## src/rtl/decode_out_pkg.sv

```systemverilog
// Shared definitions for the decoder core input/output control blocks.
// Latency: n/a (types, constants and a pure function only).
// Backpressure: n/a.
//
// Holds the readout FSM state encoding, the beat count for each code index
// and the code-index-to-beat-count mapping used by both controllers.
package decode_out_pkg;

  localparam logic [1:0] ST_IDLE_ENC  = 2'd0;
  localparam logic [1:0] ST_READ_ENC  = 2'd1;
  localparam logic [1:0] ST_DRAIN_ENC = 2'd2;
  localparam logic [1:0] ST_DONE_ENC  = 2'd3;

  typedef enum logic [1:0] {
    ST_IDLE  = ST_IDLE_ENC,
    ST_READ  = ST_READ_ENC,
    ST_DRAIN = ST_DRAIN_ENC,
    ST_DONE  = ST_DONE_ENC
  } state_t;

  localparam logic [7:0] BEATS_CODE0  = 8'd8;
  localparam logic [7:0] BEATS_CODE1  = 8'd32;
  localparam logic [7:0] BEATS_CODE2  = 8'd128;
  localparam logic [1:0] CODE_ILLEGAL = 2'd3;

  // Beats per codeword for a code index; the illegal index maps to 0.
  function automatic logic [7:0] code_beats(input logic [1:0] code);
    case (code)
      2'd0:    code_beats = BEATS_CODE0;
      2'd1:    code_beats = BEATS_CODE1;
      2'd2:    code_beats = BEATS_CODE2;
      default: code_beats = 8'd0;
    endcase
  endfunction

endpackage

```

## src/rtl/decode_out_skid.sv

```systemverilog
// 2-entry valid/ready buffer between memory read returns and the output port.
// Latency: 0 cycles when empty (incoming word bypasses straight to the output).
// Backpressure: holds up to 2 words; the issue logic uses occupancy to avoid overflow.
//
// Ports: clk/rst (async active-high), clr (synchronous flush), in_valid/in_payload
// (returning word), out_valid/out_ready/out_payload (output beat), occupancy
// (stored entries, excluding a bypassing word).
module decode_out_skid #(
  parameter int W = 10
) (
  input  logic         clk,
  input  logic         rst,
  input  logic         clr,
  input  logic         in_valid,
  input  logic [W-1:0] in_payload,
  output logic         out_valid,
  input  logic         out_ready,
  output logic [W-1:0] out_payload,
  output logic [1:0]   occupancy
);

  logic [W-1:0] entry [2];
  logic         wr_ptr;
  logic         rd_ptr;
  logic [1:0]   count;
  logic         empty;
  logic         push;
  logic         pop;

  assign empty       = (count == 2'd0);
  assign out_valid   = !empty || in_valid;
  assign out_payload = empty ? in_payload : entry[rd_ptr];
  assign occupancy   = count;

  // A word arriving into an empty buffer while the consumer is ready goes
  // straight through and is never stored.
  assign push = in_valid && !(empty && out_ready);
  assign pop  = !empty && out_ready;

  always_ff @(posedge clk or posedge rst) begin
    if (rst) begin
      entry[0] <= '0;
      entry[1] <= '0;
      wr_ptr   <= 1'b0;
      rd_ptr   <= 1'b0;
      count    <= 2'd0;
    end else if (clr) begin
      wr_ptr   <= 1'b0;
      rd_ptr   <= 1'b0;
      count    <= 2'd0;
    end else begin
      if (push) begin
        entry[wr_ptr] <= in_payload;
        wr_ptr        <= ~wr_ptr;
      end
      if (pop) begin
        rd_ptr <= ~rd_ptr;
      end
      count <= count + {1'b0, push} - {1'b0, pop};
    end
  end

endmodule

```

## src/rtl/decode_out_ctrl.sv

```systemverilog
// Reads a decoded codeword from the result memory and streams it out with valid/ready.
// Latency: first read 1 cycle after i_start, first beat 2 cycles after; 1 beat/cycle with ready high.
// Backpressure: reads pause while buffered + in-flight words reach 2; no word is ever dropped.
//
// Ports: i_clk/i_rst (async active-high); i_start/i_code/i_mode/i_early_stop
// launch a readout; o_mem_ren/o_mem_raddr/i_mem_rdata/i_err_rdata form the
// 1-cycle-latency memory read port; o_out_* is the output stream; o_busy and
// o_done report progress. Defining DECODE_OUT_PARITY_EN adds o_out_parity,
// the XOR reduction of o_out_data.
module decode_out_ctrl
  import decode_out_pkg::*;
#(
  parameter int DATA_W = 8,
  parameter int ADDR_W = 7
) (
  input  logic              i_clk,
  input  logic              i_rst,
  input  logic              i_start,
  input  logic [1:0]        i_code,
  input  logic              i_mode,
  input  logic              i_early_stop,
  output logic              o_mem_ren,
  output logic [ADDR_W-1:0] o_mem_raddr,
  input  logic [DATA_W-1:0] i_mem_rdata,
  input  logic [DATA_W-1:0] i_err_rdata,
  output logic              o_out_valid,
  input  logic              i_out_ready,
  output logic [DATA_W-1:0] o_out_data,
  output logic              o_out_last,
  output logic              o_out_early_stop,
`ifdef DECODE_OUT_PARITY_EN
  output logic              o_out_parity,
`endif
  output logic              o_busy,
  output logic              o_done
);

`ifdef DECODE_OUT_PARITY_EN
  localparam int PW = DATA_W + 3;
`else
  localparam int PW = DATA_W + 2;
`endif

  state_t            state;
  state_t            state_nxt;
  logic [1:0]        code_q;
  logic              mode_q;
  logic              es_q;
  logic [ADDR_W-1:0] issued;
  logic              rd_inflight;
  logic              rd_last;
  logic [7:0]        beats;
  logic [ADDR_W-1:0] last_addr;
  logic              start_ok;
  logic              issue;
  logic              issue_last;
  logic [1:0]        occ;
  logic [DATA_W-1:0] beat_data;
  logic [PW-1:0]     in_payload;
  logic [PW-1:0]     out_payload;

  assign beats     = code_beats(code_q);
  assign last_addr = ADDR_W'(beats - 8'd1);
  assign start_ok  = (state == ST_IDLE) && i_start && (i_code != CODE_ILLEGAL);

  // Words already buffered plus the word still coming back from memory must
  // never exceed the two buffer entries, whatever the consumer does next.
  assign issue      = (state == ST_READ) && (({1'b0, occ} + {2'b0, rd_inflight}) < 3'd2);
  assign issue_last = issue && (issued == last_addr);

  always_ff @(posedge i_clk or posedge i_rst) begin
    if (i_rst) begin
      state <= ST_IDLE;
    end else begin
      state <= state_nxt;
    end
  end

  always_comb begin
    state_nxt = state;
    o_mem_ren = 1'b0;
    o_busy    = 1'b0;
    o_done    = 1'b0;
    case (state)
      ST_IDLE: begin
        if (start_ok) state_nxt = ST_READ;
      end
      ST_READ: begin
        o_busy    = 1'b1;
        o_mem_ren = issue;
        if (issue_last) state_nxt = ST_DRAIN;
      end
      ST_DRAIN: begin
        o_busy = 1'b1;
        if (o_out_valid && i_out_ready && o_out_last) state_nxt = ST_DONE;
      end
      ST_DONE: begin
        o_busy    = 1'b1;
        o_done    = 1'b1;
        state_nxt = ST_IDLE;
      end
      default: state_nxt = ST_IDLE;
    endcase
  end

  always_ff @(posedge i_clk or posedge i_rst) begin
    if (i_rst) begin
      code_q      <= 2'd0;
      mode_q      <= 1'b0;
      es_q        <= 1'b0;
      issued      <= '0;
      rd_inflight <= 1'b0;
      rd_last     <= 1'b0;
    end else begin
      rd_inflight <= issue;
      rd_last     <= issue_last;
      if (start_ok) begin
        code_q <= i_code;
        mode_q <= i_mode;
        es_q   <= i_early_stop;
        issued <= '0;
      end else if (issue && !issue_last) begin
        // The final address is held rather than incremented so it never wraps.
        issued <= issued + 1'b1;
      end
    end
  end

  assign o_mem_raddr = issued;
  assign beat_data   = mode_q ? (i_mem_rdata ^ i_err_rdata) : i_mem_rdata;

  // Payload is forced to zero when nothing is returning so the bypass path
  // cannot leak stale memory data onto an idle output.
`ifdef DECODE_OUT_PARITY_EN
  assign in_payload   = rd_inflight ? {^beat_data, es_q, rd_last, beat_data} : '0;
  assign o_out_parity = out_payload[DATA_W+2];
`else
  assign in_payload   = rd_inflight ? {es_q, rd_last, beat_data} : '0;
`endif

  decode_out_skid #(.W(PW)) u_skid (
    .clk         (i_clk),
    .rst         (i_rst),
    .clr         (start_ok),
    .in_valid    (rd_inflight),
    .in_payload  (in_payload),
    .out_valid   (o_out_valid),
    .out_ready   (i_out_ready),
    .out_payload (out_payload),
    .occupancy   (occ)
  );

  assign o_out_data       = out_payload[DATA_W-1:0];
  assign o_out_last       = out_payload[DATA_W];
  assign o_out_early_stop = out_payload[DATA_W+1];

endmodule

```

## config.mk

```make
export PLATFORM = sky130hd
export DESIGN_NAME = decode_out_ctrl
export DESIGN_NICKNAME = d
export VERILOG_FILES = /design/src/rtl/decode_out_pkg.sv /design/src/rtl/decode_out_skid.sv /design/src/rtl/decode_out_ctrl.sv
export SDC_FILE = /design/constraint.sdc
export NUM_CORES = 1
export LEC_CHECK = 0
export ABC_AREA = 1
export CAP_MARGIN = 40
export CORE_ASPECT_RATIO = 1.2
export CORE_MARGIN = 2
export CORE_UTILIZATION = 55
export DETAILED_ROUTE_END_ITERATION = 8
export HOLD_SLACK_MARGIN = 0.06
export PLACE_DENSITY = 0.85
export SETUP_SLACK_MARGIN = 0.3
export SKIP_LAST_GASP = 1
export SYNTH_ARGS = -nofsm -noshare
export SYNTH_HDL_FRONTEND = slang
export SYNTH_SLANG_ARGS = --single-unit
```

## constraint.sdc

```tcl
create_clock -name i_clk -period 5.25 [get_ports i_clk]
set_clock_uncertainty 0.2 [all_clocks]
set_input_delay 1.05 -clock i_clk [delete_from_list [all_inputs] [get_ports i_clk]]
set_output_delay 1.05 -clock i_clk [all_outputs]
set_load 0.005 [all_outputs]
```

* Word level (Yosys, flattened, before mapping)
Cells that the tools add are included.
** Word-level totals
- Flip-flop bits (word level) :: 39
- Input port bits :: 24
- Output and inout bits :: 21
- Logic and storage cells :: 85
** Operators by class
- Add/sub/neg operators :: 5
- Magnitude comparators :: 4
- Equality and inequality tests :: 10
- Multiplexer cells :: 24
- Bitwise logic cells :: 6
- Reductions and logical operators :: 24
** Operators with widths (count)
- $mux 10 :: 6
- $bwmux 20 :: 1
- $pmux 6 s3 :: 1
- $mux 7 :: 2
- $logic_and 1x1->1 :: 11
- $demux 10 s1 :: 1
- $mux 2 :: 4
- $mux 8 :: 1
- $ne 2x2->1 const B :: 4
- $pmux 2 s4 :: 1
- $xor 8x8->8 :: 1
- $add 7x1->7 const B :: 1
- $eq 7x7->1 :: 1
- $mux 1 :: 7
- $sub 7x1->7 const B :: 1
- $eq 2x2->1 const B :: 3
- $logic_not 2->1 :: 3
- $reduce_bool 2->1 :: 3
- $eq 2x1->1 const B :: 2
- $ge 2x2->1 const B :: 2
- $not 1->2 :: 2
- $add 2x1->3 :: 1
- $logic_not 1->1 :: 3
- $lt 3x2->1 const B :: 1
- 8 further kinds :: 10

* Longest topological paths before layout
Gate-level depths: netlist of run 1.
- Word-level depth :: 9
- Mapped depth :: 10
- Depth with buffers taken out :: 10

* Hierarchy
Synthesis of run 1 repeated with hierarchy kept, for this count alone.
** Unflattened totals
- Cell total of the unflattened synthesis :: 327
- Area, all modules :: 2408.6 µm²
** By module, submodules not included
- decode_out_skid :: times used 1, cells an instance 180, area an instance 1332.5 µm², sequential area each 600.6 µm²
- decode_out_ctrl :: times used 1, cells an instance 147, area an instance 1076.0 µm², sequential area each 375.4 µm²

* Least setup slack after synthesis of run 1
No wires, ideal clock.
- Path type :: input-to-output
- Start :: input i_mem_rdata[0]
- End :: output o_out_data[0]
- Arrival :: 1.428 ns
- Data required time :: 4.000 ns
- Slack :: 2.572 ns
- Cell stages on the path :: 5
- Buffers on the path :: 0
- Path through :: nand3_1 > nand2_1 > nor2_1 > nand2_1 > o21ai_0
** Between the ends
- Word-level cells in the longest chain between the ends :: 4
** Ends and longest elaborated chain
- start: declaration :: RTL line decode_out_ctrl.sv:24 : input logic [DATA_W-1:0] i_mem_rdata,
- $xor 8x8->8 :: RTL line decode_out_ctrl.sv:130 : assign beat_data = mode_q ? (i_mem_rdata ^ i_err_rdata) : i_mem_rdata;
- $mux 8 (*) :: RTL line decode_out_ctrl.sv:130
- $mux 10 (*) :: RTL line decode_out_ctrl.sv:138 : assign in_payload = rd_inflight ? {es_q, rd_last, beat_data} : '0;
- $mux 10 (*) :: RTL line decode_out_skid.sv:32 : assign out_payload = empty ? in_payload : entry[rd_ptr];
- end: declaration :: RTL line decode_out_ctrl.sv:28 : output logic [DATA_W-1:0] o_out_data,
Every way passes the cells marked *; elsewhere a longest branch is shown, timed or not.

* Worst setup path in the final report of run 1
- Start :: input i_err_rdata[7]
- End :: output o_out_data[7]
** Between the ends
- Word-level cells in the longest chain between the ends :: 4
** Ends and longest elaborated chain
- start: declaration :: RTL line decode_out_ctrl.sv:25 : input logic [DATA_W-1:0] i_err_rdata,
- $xor 8x8->8 :: RTL line decode_out_ctrl.sv:130
- $mux 8 :: RTL line decode_out_ctrl.sv:130
- $mux 10 :: RTL line decode_out_ctrl.sv:138
- $mux 10 :: RTL line decode_out_skid.sv:32
Every way passes these cells.

==> results of run 1 <==
==> area by class of cell <==
class / instances / area share
Multi-Input combinational cell: 216 / 0.386
Sequential cell: 39 / 0.349
Timing Repair Buffer: 45 / 0.160
Inverter: 29 / 0.0389
Clock buffer: 6 / 0.0295
Tap cell: 54 / 0.0242
Clock inverter: 2 / 0.0125
==> cell families (layout without fill, tap and decap cells) <==
| group | Yosys count | count (layout) | share of synthesized area |
|---|---|---|---|
| AO/OA/AOI/OAI | 48 | 48 | 0.124 |
| XOR/XNOR | 7 | 7 | 0.0277 |
| adder cells (fa/ha/maj) | 8 | 8 | 0.0453 |
| buffers and inverters | 39 | 82 | 0.0702 |
| flip-flops | 39 | 39 | 0.442 |
| AND/OR/NAND/NOR | 153 | 153 | 0.291 |
==> through the flow <==
step	instance area (um^2)	util	hold slack, ps	worst slack (ps)	std cells
5_1_grt	2800	0.715	318	1380	391
2_1_floorplan	2210	-	237	2570	294
6_report	2800	0.715	270	1530	391
4_1_cts	2800	0.715	278	1520	391
3_3_place_gp	2680	0.685	249	1540	383
3_5_place_dp	2680	0.685	262	1530	383
==> worst register-to-register path, stage by stage (launching register included) <==
cell and delay, ps:
dfrtp_1 430, inv_1 120, ha_1 200, nand3_1 410, inv_1 530, nor3_4 100, inv_2 270, o21ai_0 150
==> worst paths after layout <==
| check | slack (ps) | to | start |
|---|---|---|---|
| hold reg to reg | 270 | u_skid.entry[10] | u_skid.entry[10] |
| setup / recovery | 1530 | o_out_data[7] | i_err_rdata[7] |
| hold / removal | 270 | u_skid.entry[10] | u_skid.entry[10] |
| setup reg to reg | 2720 | u_skid.wr_ptr | state[0] |
| max in group asynchronous | 3560 | u_skid.entry[3] | i_rst |
| min in group asynchronous | 970 | o_mem_raddr[6] | i_rst |
==> placed cells by master (no fill, tap or decap), types with 2 or more instances in the layout <==
cell,Yosys,layout
a21oi_1,11,11
clkbuf_8,0,6
clkdlybuf4s50_1,0,44
dfrtp_1,39,39
ha_1,8,8
inv_1,25,25
inv_2,4,4
nand2_1,89,89
nand3_1,21,21
nand4_1,5,5
nor2_1,32,32
o21ai_0,20,20
o21ai_1,7,7
o31ai_1,6,6
or2_2,2,2
xnor2_1,3,3
xor2_1,4,4
==> layer usage <==
| metal | global-route usage | up-vias |
|---|---|---|
| li1 | - | 1027 |
| met1 | 0.265 | 912 |
| met2 | 0.401 | 40 |
| met3 | 0.0475 | 6 |
| met4 | 0.0851 | 0 |
| met5 | 0 | - |
==> registers in the layout, indices dropped and copies added (netlist names) <==
name,cells
code_q,2
es_q,1
mode_q,1
o_mem_raddr,7
rd_inflight,1
rd_last,1
state,2
u_skid.entry,20
u_skid.occupancy,2
u_skid.rd_ptr,1
u_skid.wr_ptr,1
==> power by group <==
part           switching, mW  internal [mW]  total, mW
Clock                  0.104          0.154      0.257
Sequential             0.137          0.424      0.561
Combinational          0.388          0.359      0.747
Total                  0.629          0.936       1.57
==> summary.txt, run 1 <==
MaxCap Viol Count - 0
Via density per instance - 5.08
Synth warn - 0
Min Tclk post-route - 3720 ps
Ys flop type - dfrtp_1
Drt initial violations - 88
Critical path buffers and inverters - 2
Crit path max fanout - 2
Postcts setup bufs - 0
GRT Resource Usage Total - 0.228
Fmax - 269 MHz
Final Slew Violations - 0
Static leakage - 1.31 nW
Top Layer Used - met4
CTS root buffer - clkbuf_8
DP Wirelength - 3.29 mm
Met2 routed WL - 2.31 mm
Die footprint - 0.00454 mm^2
Critical-path top delay cell - clkdlybuf4s50_1
Total wire length - 4.63 mm
Power per cell area - 560 mW/mm^2
Worst min path class - flip-flop to flip-flop
ANT cells - 0
CP Cell Sequence - clkdlybuf4s50_1 > a21oi_1 > nor2_1 > nand2_1 > o31ai_1 > clkdlybuf4s50_1
RSZ-0062 raised after global routing - no
Number of cells on the critical path - 6
Post-route DRC - 0
Fillers - 304
Slew HR - 0.437
DR pass1 iterations - 4
Setup TNS - 0 ps
Drt wl/cell - 11.8 um
Die Ht - 73.4 um
Critical Path Most Common Cell - clkdlybuf4s50_1
M1 WL - 2.03 mm
Area leader, netlist - dfrtp_1
Cells after Synth - 294
TritonCTS clock tree - yes
Post-CTS sizing - 0
Post-synthesis cell area - 0.00221 mm^2
Layout cells sized above 1 - 0.0593
Flop and latch count out of synthesis - 39
Crit path largest cell delay - 540 ps
Required @ worst endpoint - 4000 ps
Max IR drop VDD - 312 uV
Post-route ant nets - 0
Clock Latency Late Sink - 290 ps
Count leader, synth - nand2_1
CTS Buf Count - 5
Mapped Avg Cell Area - 7.52 um^2
Initial antenna violation count - 0
Top-area cell type share of the netlist area - 0.442
H-tree Lvls - 2
Commonest cells in the netlist - nand2_1 (89), dfrtp_1 (39), nor2_1 (32), inv_1 (25), nand3_1 (21)
Clock transition at path regs - 70 ps
Post-Synthesis Net Count - 326
Synth top area cells - dfrtp_1 (44%), nand2_1 (15%), nor2_1 (5.4%)
Die X - 61.9 um
Hold path depth - 2
Arrival time at the worst endpoint - 2470 ps
Area taken by multi-input logic gates - 0.00108 mm^2
Final setup viols - 0
Async S/R FF share, synth - 1.00
Final Hold Vio Count - 0
Top Family by Delay on Critical Path - buffers and inverters
Sequential cell area - 976 um^2
First-pass GRT wire length - 7.68 mm
Worst setup EP type - output port
Synth-to-Final Area Change - 26.6%
Metal3 WL - 211 um
Largest net degree at the start of global routing - 40
Initial Utilization - 0.565
Crit Path Class - input pin to output port
Global placement routability congestion - 0.807
Vias - 1,985
Final #Nets - 368
Pwr Total - 1.57 mW
Slew of the pin with the lowest slew margin - 844 ps
Worst setup SP type - input pin
Reg2Reg Depth - 7
Core ar. - 0.00391 mm^2
Part of the cycle the worst path needs - 0.709
IO buf count - 44
Max Buffers Root-to-Sink - 2
CTS sink cnt - 39
Vias in the first global route - 1,844
Synth cell types - 25
EDFF count, synth - 0
IO Count - 45
# hold bufs at CTS - 0
Grt total ovfl - 0
Post-synthesis sequential area ratio - 0.442
Status - complete, no violations
Row count - 25
No activity file was read; power rests on OpenSTA's default activity.
==> run 2, diff against run 1 <==
Settings changed: CORE_UTILIZATION 55 to 46, PLACE_DENSITY 0.85 to 0.76.
Clock period 5.25 ns to 3.35 ns, I/O delays scaled along.
==> run 2 against run 1 <==
  * Sequential share of layout area down 0.58 points
  * Worst hold slack about the same
  * Combinational power up 61%
  * Cell count up 2.0%
  * First-iteration DRC count down 20%
  * Power up 59%
  * Sequential cell count unchanged
  * Register-to-register slack worse by 1400 ps
  * Clock power up 58%
  * Global-route usage down 2.3 points
==> summary.txt, run 2 (synthesis results as in run 1) <==
Status - complete, no violations
DR pass1 iterations - 4 (unchanged)
Crit Path Class - input pin to output port
Fin util - 0.620 (-0.0954)
Critical-path top delay cell - clkdlybuf4s50_1
Crit path largest cell delay - 520 ps (-20 ps)
Final #Nets - 372 (+1.1%)
Die Ht - 79.9 um (+8.8%)
Hold Path Sink - u_skid.entry[10]
Slew HR - 0.648 (+0.211)
Max IR drop VDD - 489 uV (+57%)
Final hold slack - 270 ps (+0.263 ps)
# hold bufs at CTS - 0 (unchanged)
H-tree Lvls - 2 (unchanged)
Required @ worst endpoint - 2480 ps (-1520 ps)
CTS root buffer - clkbuf_8
Crit path max fanout - 3 (+1)
Post-route ant nets - 0 (unchanged)
Vias - 2,023 (+1.9%)
Most common cell after layout, fill and taps aside - nand2_1
R2R Setup Slk - 1290 ps (-1430 ps)
Grt total ovfl - 0 (unchanged)
RSZ-0062 raised after global routing - no
Clock Latency Late Sink - 300 ps (about the same)
Via density per instance - 5.07 (-0.13%)
Crit Reg-Reg Startpoint - state[0]
IO buf count - 44 (unchanged)
Initial Utilization - 0.481 (-0.0842)
Die footprint - 0.00538 mm^2 (+18%)
Hold path depth - 2 (unchanged)
Worst setup EP type - output port
Part of the cycle the worst path needs - 0.875
Layout cells sized above 1 - 0.0850 (+0.0257)
Largest net degree at the start of global routing - 40 (unchanged)
GRT Resource Usage Total - 0.204 (-0.0233)
Reg2Reg Depth - 9 (+2)
First-pass GRT wire length - 8.36 mm (+8.9%)
Drt initial violations - 70 (-20%)
Global placement routability congestion - 0.815 (+0.94%)
IO Count - 45 (unchanged)
MaxCap Viol Count - 0 (unchanged)
Static leakage - 1.36 nW (+3.6%)
Max reg flops - 20 (unchanged)
Final setup viols - 0 (unchanged)
Worst setup SP type - input pin
Drt wl/cell - 12.2 um (+2.7%)
Max Buffers Root-to-Sink - 2 (unchanged)
Post-route DRC - 0 (unchanged)
Final Hold Vio Count - 0 (unchanged)
Clock transition at path regs - 70 ps (about the same)
Fmax - 341 MHz
CP Cell Sequence - clkdlybuf4s50_1 > nand3_1 > nand2_1 > nor2_2 > nand2_1 > o21ai_0 > clkdlybuf4s50_1
Min Tclk post-route - 2930 ps
Arrival time at the worst endpoint - 2060 ps (-410 ps)
Worst min path class - flip-flop to flip-flop
Core ar. - 0.00459 mm^2 (+18%)
DP Wirelength - 3.43 mm (+4.5%)
Vias in the first global route - 1,937 (+5.0%)
Slew of the pin with the lowest slew margin - 528 ps (-315 ps)
Hold Path Origin - u_skid.entry[10]
Row count - 27 (+8.0%)
Initial antenna violation count - 0 (unchanged)
TritonCTS clock tree - yes
Power per cell area - 875 mW/mm^2 (+56%)
Setup TNS - 0 ps (unchanged)
Biggest register - u_skid.entry
Final Slew Violations - 0 (unchanged)
Synth-to-Final Area Change - 28.9%
Total wire length - 4.85 mm (+4.8%)
Reg2reg end - u_skid.entry[2]
Die X - 67.3 um (+8.7%)
ANT cells - 0 (unchanged)
CTS Buf Count - 5 (unchanged)
Most frequent cells in the layout - nand2_1 (89), clkdlybuf4s50_1 (42), dfrtp_1 (38)
CTS sink cnt - 39 (unchanged)
run 2: cell types whose count changed in the layout (fill, tap and decap cells not counted):
cell,delta
buf_4,+4
nor2_1,-4
nor2_2,+4
clkdlybuf4s50_1,-2
dlymetal6s2s_1,+2
dfrtp_1,-1
dfrtp_2,+1
run 2: worst max path at each step:
stage | startpoint | endpoint | slack, ps | cells after the start
6_report | i_err_rdata[0] | o_out_data[0] | 420 | 7
5_1_grt | i_err_rdata[3] | o_out_data[3] | 300 | 7
4_1_cts | i_err_rdata[0] | o_out_data[0] | 360 | 7
3_5_place_dp | i_err_rdata[0] | o_out_data[0] | 360 | 7
3_3_place_gp | i_err_rdata[0] | o_out_data[0] | 400 | 6
2_1_floorplan | u_skid.occupancy[0] | o_out_data[0] | 1380 | 5
run 2: layer usage:
layer / routed length, um / share of wire / up-vias / track usage
met2: 2430 / 0.50 / 44 / 0.355
met5: 0 / 0 / - / 0
met3: 247 / 0.051 / 6 / 0.0465
met4: 68 / 0.014 / 0 / 0.0816
li1: - / - / 1037 / -
met1: 2110 / 0.43 / 936 / 0.238
run 2: power by group:
group / total, mW / internal (mW) / switching, mW
Clock: 0.407 / 0.241 / 0.166
Sequential: 0.882 / 0.665 / 0.217
Combinational: 1.20 / 0.581 / 0.623
run 2: timing repair:
action	4_1_cts	5_1_grt
endpoints found under the setup margin	0	7
resized for setup	0	7
setup buffers	0	1
run 2: through the flow:
step	total power, mW	setup WS (ps)	instance area (um^2)	cells
after floorplan	1.59	1380	2210	294
after global placement	2.05	396	2710	390
after detailed placement	2.09	362	2710	390
after CTS	2.51	359	2820	398
after global routing	2.74	305	2850	399
final	2.49	419	2850	399
run 2: worst max-delay path: cells and delay by family:
kind / cells / cell delay (ps)
buf+inv: 2 / 940
compound gates: 1 / 70
simple gates: 4 / 400
run 2: final cells by class:
type | count | area, um^2
clock inverters | 2 | 35.0
well taps | 58 | 72.6
repair buffers | 49 | 483
inverters | 29 | 109
multi-input cells | 216 | 1090
flip-flops and latches | 39 | 977
fillers | 434 | 1750
clock buffers | 6 | 82.6
==> RTL change 1: new RTL, settings of run 2 <==
Set the parameter `ADDR_W` to 8 (it was 7).
--- a/src/rtl/decode_out_ctrl.sv
+++ b/src/rtl/decode_out_ctrl.sv
@@ -11,7 +11,7 @@
   import decode_out_pkg::*;
 #(
   parameter int DATA_W = 8,
-  parameter int ADDR_W = 7
+  parameter int ADDR_W = 8
 ) (
   input  logic              i_clk,
   input  logic              i_rst,
Interface: changed (resized o_mem_raddr); port bits go from 45 to 46. The function was not compared with the original's and may differ.
==> RTL change 1 against run 2 <==
- maximum frequency is 1.2% lower
- sequential cell count is 1 higher
- largest power group unchanged
- area after synthesis grew 9.8%
- cell area grew 6.8%
- wire length increased by 9.2%
- worst setup slack worse by 0.035 ns
- total power rose by 5.0%
==> RTL change 1: results (changes against run 2) <==
Drt
  – Number of DRC markers in iteration 0: 151 (+120%)
  – Met2 wire len: 2560 um (+5.7%)
  – Met3 WL post-DR: 254 um (+2.8%)
  – Vias per cell: 5.15 (+1.7%)
  – Wl on met1: 2410 um (+14%)

Outcome
  – Outcome: finished clean

GRT
  – Total GRT Usage: 19.2% (-1.2 points)
  – First-pass GRT wire length: 9210 um (+10%)
  – Vias in the first global route: 2153 (+11%)

Synthesis
  – Sequential share of the synthesized area: 41.3% (-2.9 points)
  – Netlist cell types: 30 (+20%)
  – Area contributors post-synth: dfrtp_1 (41%), nand2_1 (14%), nor2_1 (5.7%)
  – Syn_nets: 362 (+11%)
  – Synth top cells by count: nand2_1 (90), dfrtp_1 (40), nor2_1 (37)
  – Syn Inst Count: 329 (+12%)

Pwr
  – Lkg Pwr: 1.42 nW (+4.2%)
  – Peak supply drop: 0.452 mV (-7.7%)
  – Clock Power Share: 15.2% (-1.1 points)
  – Pint: 1.51 mW (+1.7%)
  – Logic power comb: 1.35 mW (+13%)

STA
  – Fmax: 337 MHz (-1.2%)
  – Hold_ws: 0.278 ns (+0.00802 ns)
  – Slew headroom: 60.7% (-4.1 points)

Critical path
  – CP startpoint: i_err_rdata[7]
  – Launching point of the worst reg2reg path: state[1]$_DFFE_PP0P_
  – End of the critical path: o_out_data[7]
  – Worst R2R Setup Slack: 1.25 ns (-0.04 ns)
  – Max stage delay on crit path: 0.54 ns (+0.02 ns)
  – Worst R2R Path Depth: 7 (-2)

Layout
  – Share of cells above drive strength 1: 10.2% (+1.7 points)
  – Non-Filler Instances: 434 (+8.8%)

Place
  – Worst slack at placement: 0.334 ns (-0.0278 ns)
  – Placer Congestion: 0.844 (+3.6%)
  – Number of port buffers: 45 (+2.3%)

Worst hold path
  – Hold Crit Endpoint: u_skid.entry[11]$_DFFE_PP0P_
RTL change 1: cell types whose count changed in the layout (fill, tap and decap cells not counted), sizes merged, moves of 3 or more:
cell          run 2  this run
o21ai            27        34
nand2            89        95
nor2             34        40
nand4             5         1
nand3            21        27
xor2              4         7
inv              29        38
RTL change 1: layer usage:
layer	vias to the layer above	global-route usage (%)
li1	1139	-
met1	1045	23.8
met5	-	0
met2	46	31.9
met4	0	7.69
met3	7	4.59
RTL change 1: area by class of cell:
cell class,instances,area [sq um],share of cell area [%]
inverter,38,145,4.77
clock inverter,3,42.5,1.40
multi-input combinational,240,1230,40.5
sequential,40,1000,32.9
clock buffer,5,68.8,2.26
tap,60,75.1,2.47
timing repair buffer,48,475,15.6
RTL change 1: timing repair:
item / CTS / global route
setup endpoints to repair: 0 / 6
resized for setup: 0 / 8
hold buffers: 0 / 0
==> RTL change 2: new RTL, settings of run 2 <==
Without the edit above. Make the reset (`i_rst` and `rst`) synchronous in 3 clocked blocks. Comments in the files are not updated.
--- a/src/rtl/decode_out_skid.sv
+++ b/src/rtl/decode_out_skid.sv
@@ -37,7 +37,7 @@
   assign push = in_valid && !(empty && out_ready);
   assign pop  = !empty && out_ready;
 
-  always_ff @(posedge clk or posedge rst) begin
+  always_ff @(posedge clk) begin
     if (rst) begin
       entry[0] <= '0;
       entry[1] <= '0;
--- a/src/rtl/decode_out_ctrl.sv
+++ b/src/rtl/decode_out_ctrl.sv
@@ -68,7 +68,7 @@
   assign issue      = (state == ST_READ) && (({1'b0, occ} + {2'b0, rd_inflight}) < 3'd2);
   assign issue_last = issue && (issued == last_addr);
 
-  always_ff @(posedge i_clk or posedge i_rst) begin
+  always_ff @(posedge i_clk) begin
     if (i_rst) begin
       state <= ST_IDLE;
     end else begin
@@ -103,7 +103,7 @@
     endcase
   end
 
-  always_ff @(posedge i_clk or posedge i_rst) begin
+  always_ff @(posedge i_clk) begin
     if (i_rst) begin
       code_q      <= 2'd0;
       mode_q      <= 1'b0;
Formal check against the unedited RTL: differs if i_rst is asserted again (counterexample within 4 cycles, from zero or initial values and one cycle with i_rst high); with i_rst held inactive, the same outputs for 10 cycles.
==> RTL change 2 against run 2 <==
- highest routed layer unchanged
- critical path depth shrank 1
- area after synthesis down 1.6%
- sequential cell count rose by 1
- cell area shrank 2.5%
- largest cell class unchanged
- sequential share of layout area increased by 1.8 points
- wire length fell by 2.6%
- worst setup slack worse by 0.055 ns
Power is not compared: it rests on default switching activity, and its combinational part moved more than twofold at a synthesized area within 25%.
==> RTL change 2: results (changes against run 2) <==
Critical path
  – Max stage delay on crit path: 0.52 ns (about the same)

Synthesis
  – Sequential share of the synthesized area: 46.1% (+1.9 points)
  – Synth top cells by count: nor2_1 (44), nand2_1 (42), a21oi_1 (22)
  – Netlist cell types: 31 (+24%)
  – Compound-gate portion of the synthesized area: 14.0% (+1.6 points)
  – Area share of fa/ha/maj cells after synthesis: 5.18% (+0.65 points)
  – Asr flop ratio synth: 0% (-100 points)
  – Mean Syn Cell Area: 8.17 sq um (+8.7%)
  – Post-synthesis xor/xnor area fraction: 2.01% (-0.76 points)
  – Syn_nets: 299 (-8.3%)
  – Number of synthesized flops with an enable pin: 20 (+20)
  – Area contributors post-synth: edfxtp_1 (28%), dfxtp_1 (18%), nor2_1 (7.6%)
  – Top FF cell, synth: edfxtp_1

Layout
  – Final Cell Area: 0.00278 sq mm (-2.5%)
  – Non-Filler Instances: 371 (-7.0%)
  – Share of cells above drive strength 1: 11.8% (+3.3 points)
  – # nets final: 345 (-7.3%)
  – # fillers: 428 (-1.4%)
  – Top reg by flops: u_skid.entry

Place
  – DP Area: 0.00266 sq mm (-1.8%)
  – Placer Congestion: 0.814 (about the same)
  – Post-placement cell count: 363 (-6.9%)
  – DP HPWL: 3470 um (+1.1%)
  – Worst slack at placement: 0.321 ns (-0.0407 ns)

Clocking
  – Post-CTS Resized: 0 (unchanged)
  – Post-CTS Setup Repair Bufs: 0 (unchanged)
  – CTS buffer count: 5 (unchanged)

Pwr
  – Lkg Pwr: 1.10 nW

Drt
  – Number of DRC markers in iteration 0: 48 (-31%)
  – Wire length per cell: 12.7 um (+4.7%)
  – Via count: 1908 (-5.7%)

GRT
  – Total GRT Usage: 19.5% (-0.93 points)
  – Largest net degree at the start of global routing: 20 (-50%)
  – First-pass GRT wire length: 7860 um (-6.0%)

Outcome
  – Outcome: finished clean

STA
  – Slew headroom: 61.3% (-3.5 points)
## RTL change 2: power by group
| group | total [mW] | internal (mW) | switching, mW |
|---|---|---|---|
| Combinational | 0.573 | 0.262 | 0.311 |
| Clock | 0.381 | 0.221 | 0.161 |
| Sequential | 0.621 | 0.565 | 0.0558 |
| Total | 1.58 | 1.05 | 0.527 |
## RTL change 2: final cells by class
type | count | area share (%)
tap | 58 | 2.61
inverter | 26 | 3.74
clock buffer | 6 | 2.61
timing repair buffer | 46 | 16.7
clock inverter | 2 | 1.26
sequential | 40 | 36.1
multi-input combinational | 193 | 37.0
## RTL change 2: logic make-up (layout without fill, tap and decap cells)
| family | after synthesis | count (layout) |
|---|---|---|
| AO/OA/AOI/OAI | 52 | 52 |
| buffers and inverters | 33 | 80 |
| adder cells (fa/ha/maj) | 9 | 9 |
| flip-flops | 40 | 40 |
| XOR/XNOR | 5 | 5 |
| AND/OR/NAND/NOR | 127 | 127 |
## RTL change 2: final timing paths
path                               start                                to  slack (ns)  depth (start not counted)
setup / recovery          i_err_rdata[1]                     o_out_data[1]        0.36                          6
hold reg to reg   code_q[0]$_SDFFE_PP0P_            code_q[0]$_SDFFE_PP0P_        0.27                          2
hold / removal    code_q[0]$_SDFFE_PP0P_            code_q[0]$_SDFFE_PP0P_        0.27                          2
setup reg to reg   state[0]$_SDFFE_PP0P_  u_skid.entry[1][5]$_SDFFCE_PN0P_        1.12                          7
## RTL change 2: layer usage
| metal | track usage [%] | wire [um] | vias up |
|---|---|---|---|
| li1 | - | - | 971 |
| met1 | 21.1 | 2010 | 878 |
| met2 | 34.3 | 2350 | 51 |
| met3 | 5.10 | 268 | 8 |
| met4 | 10.0 | 90 | 0 |
| met5 | 0 | 0 | - |
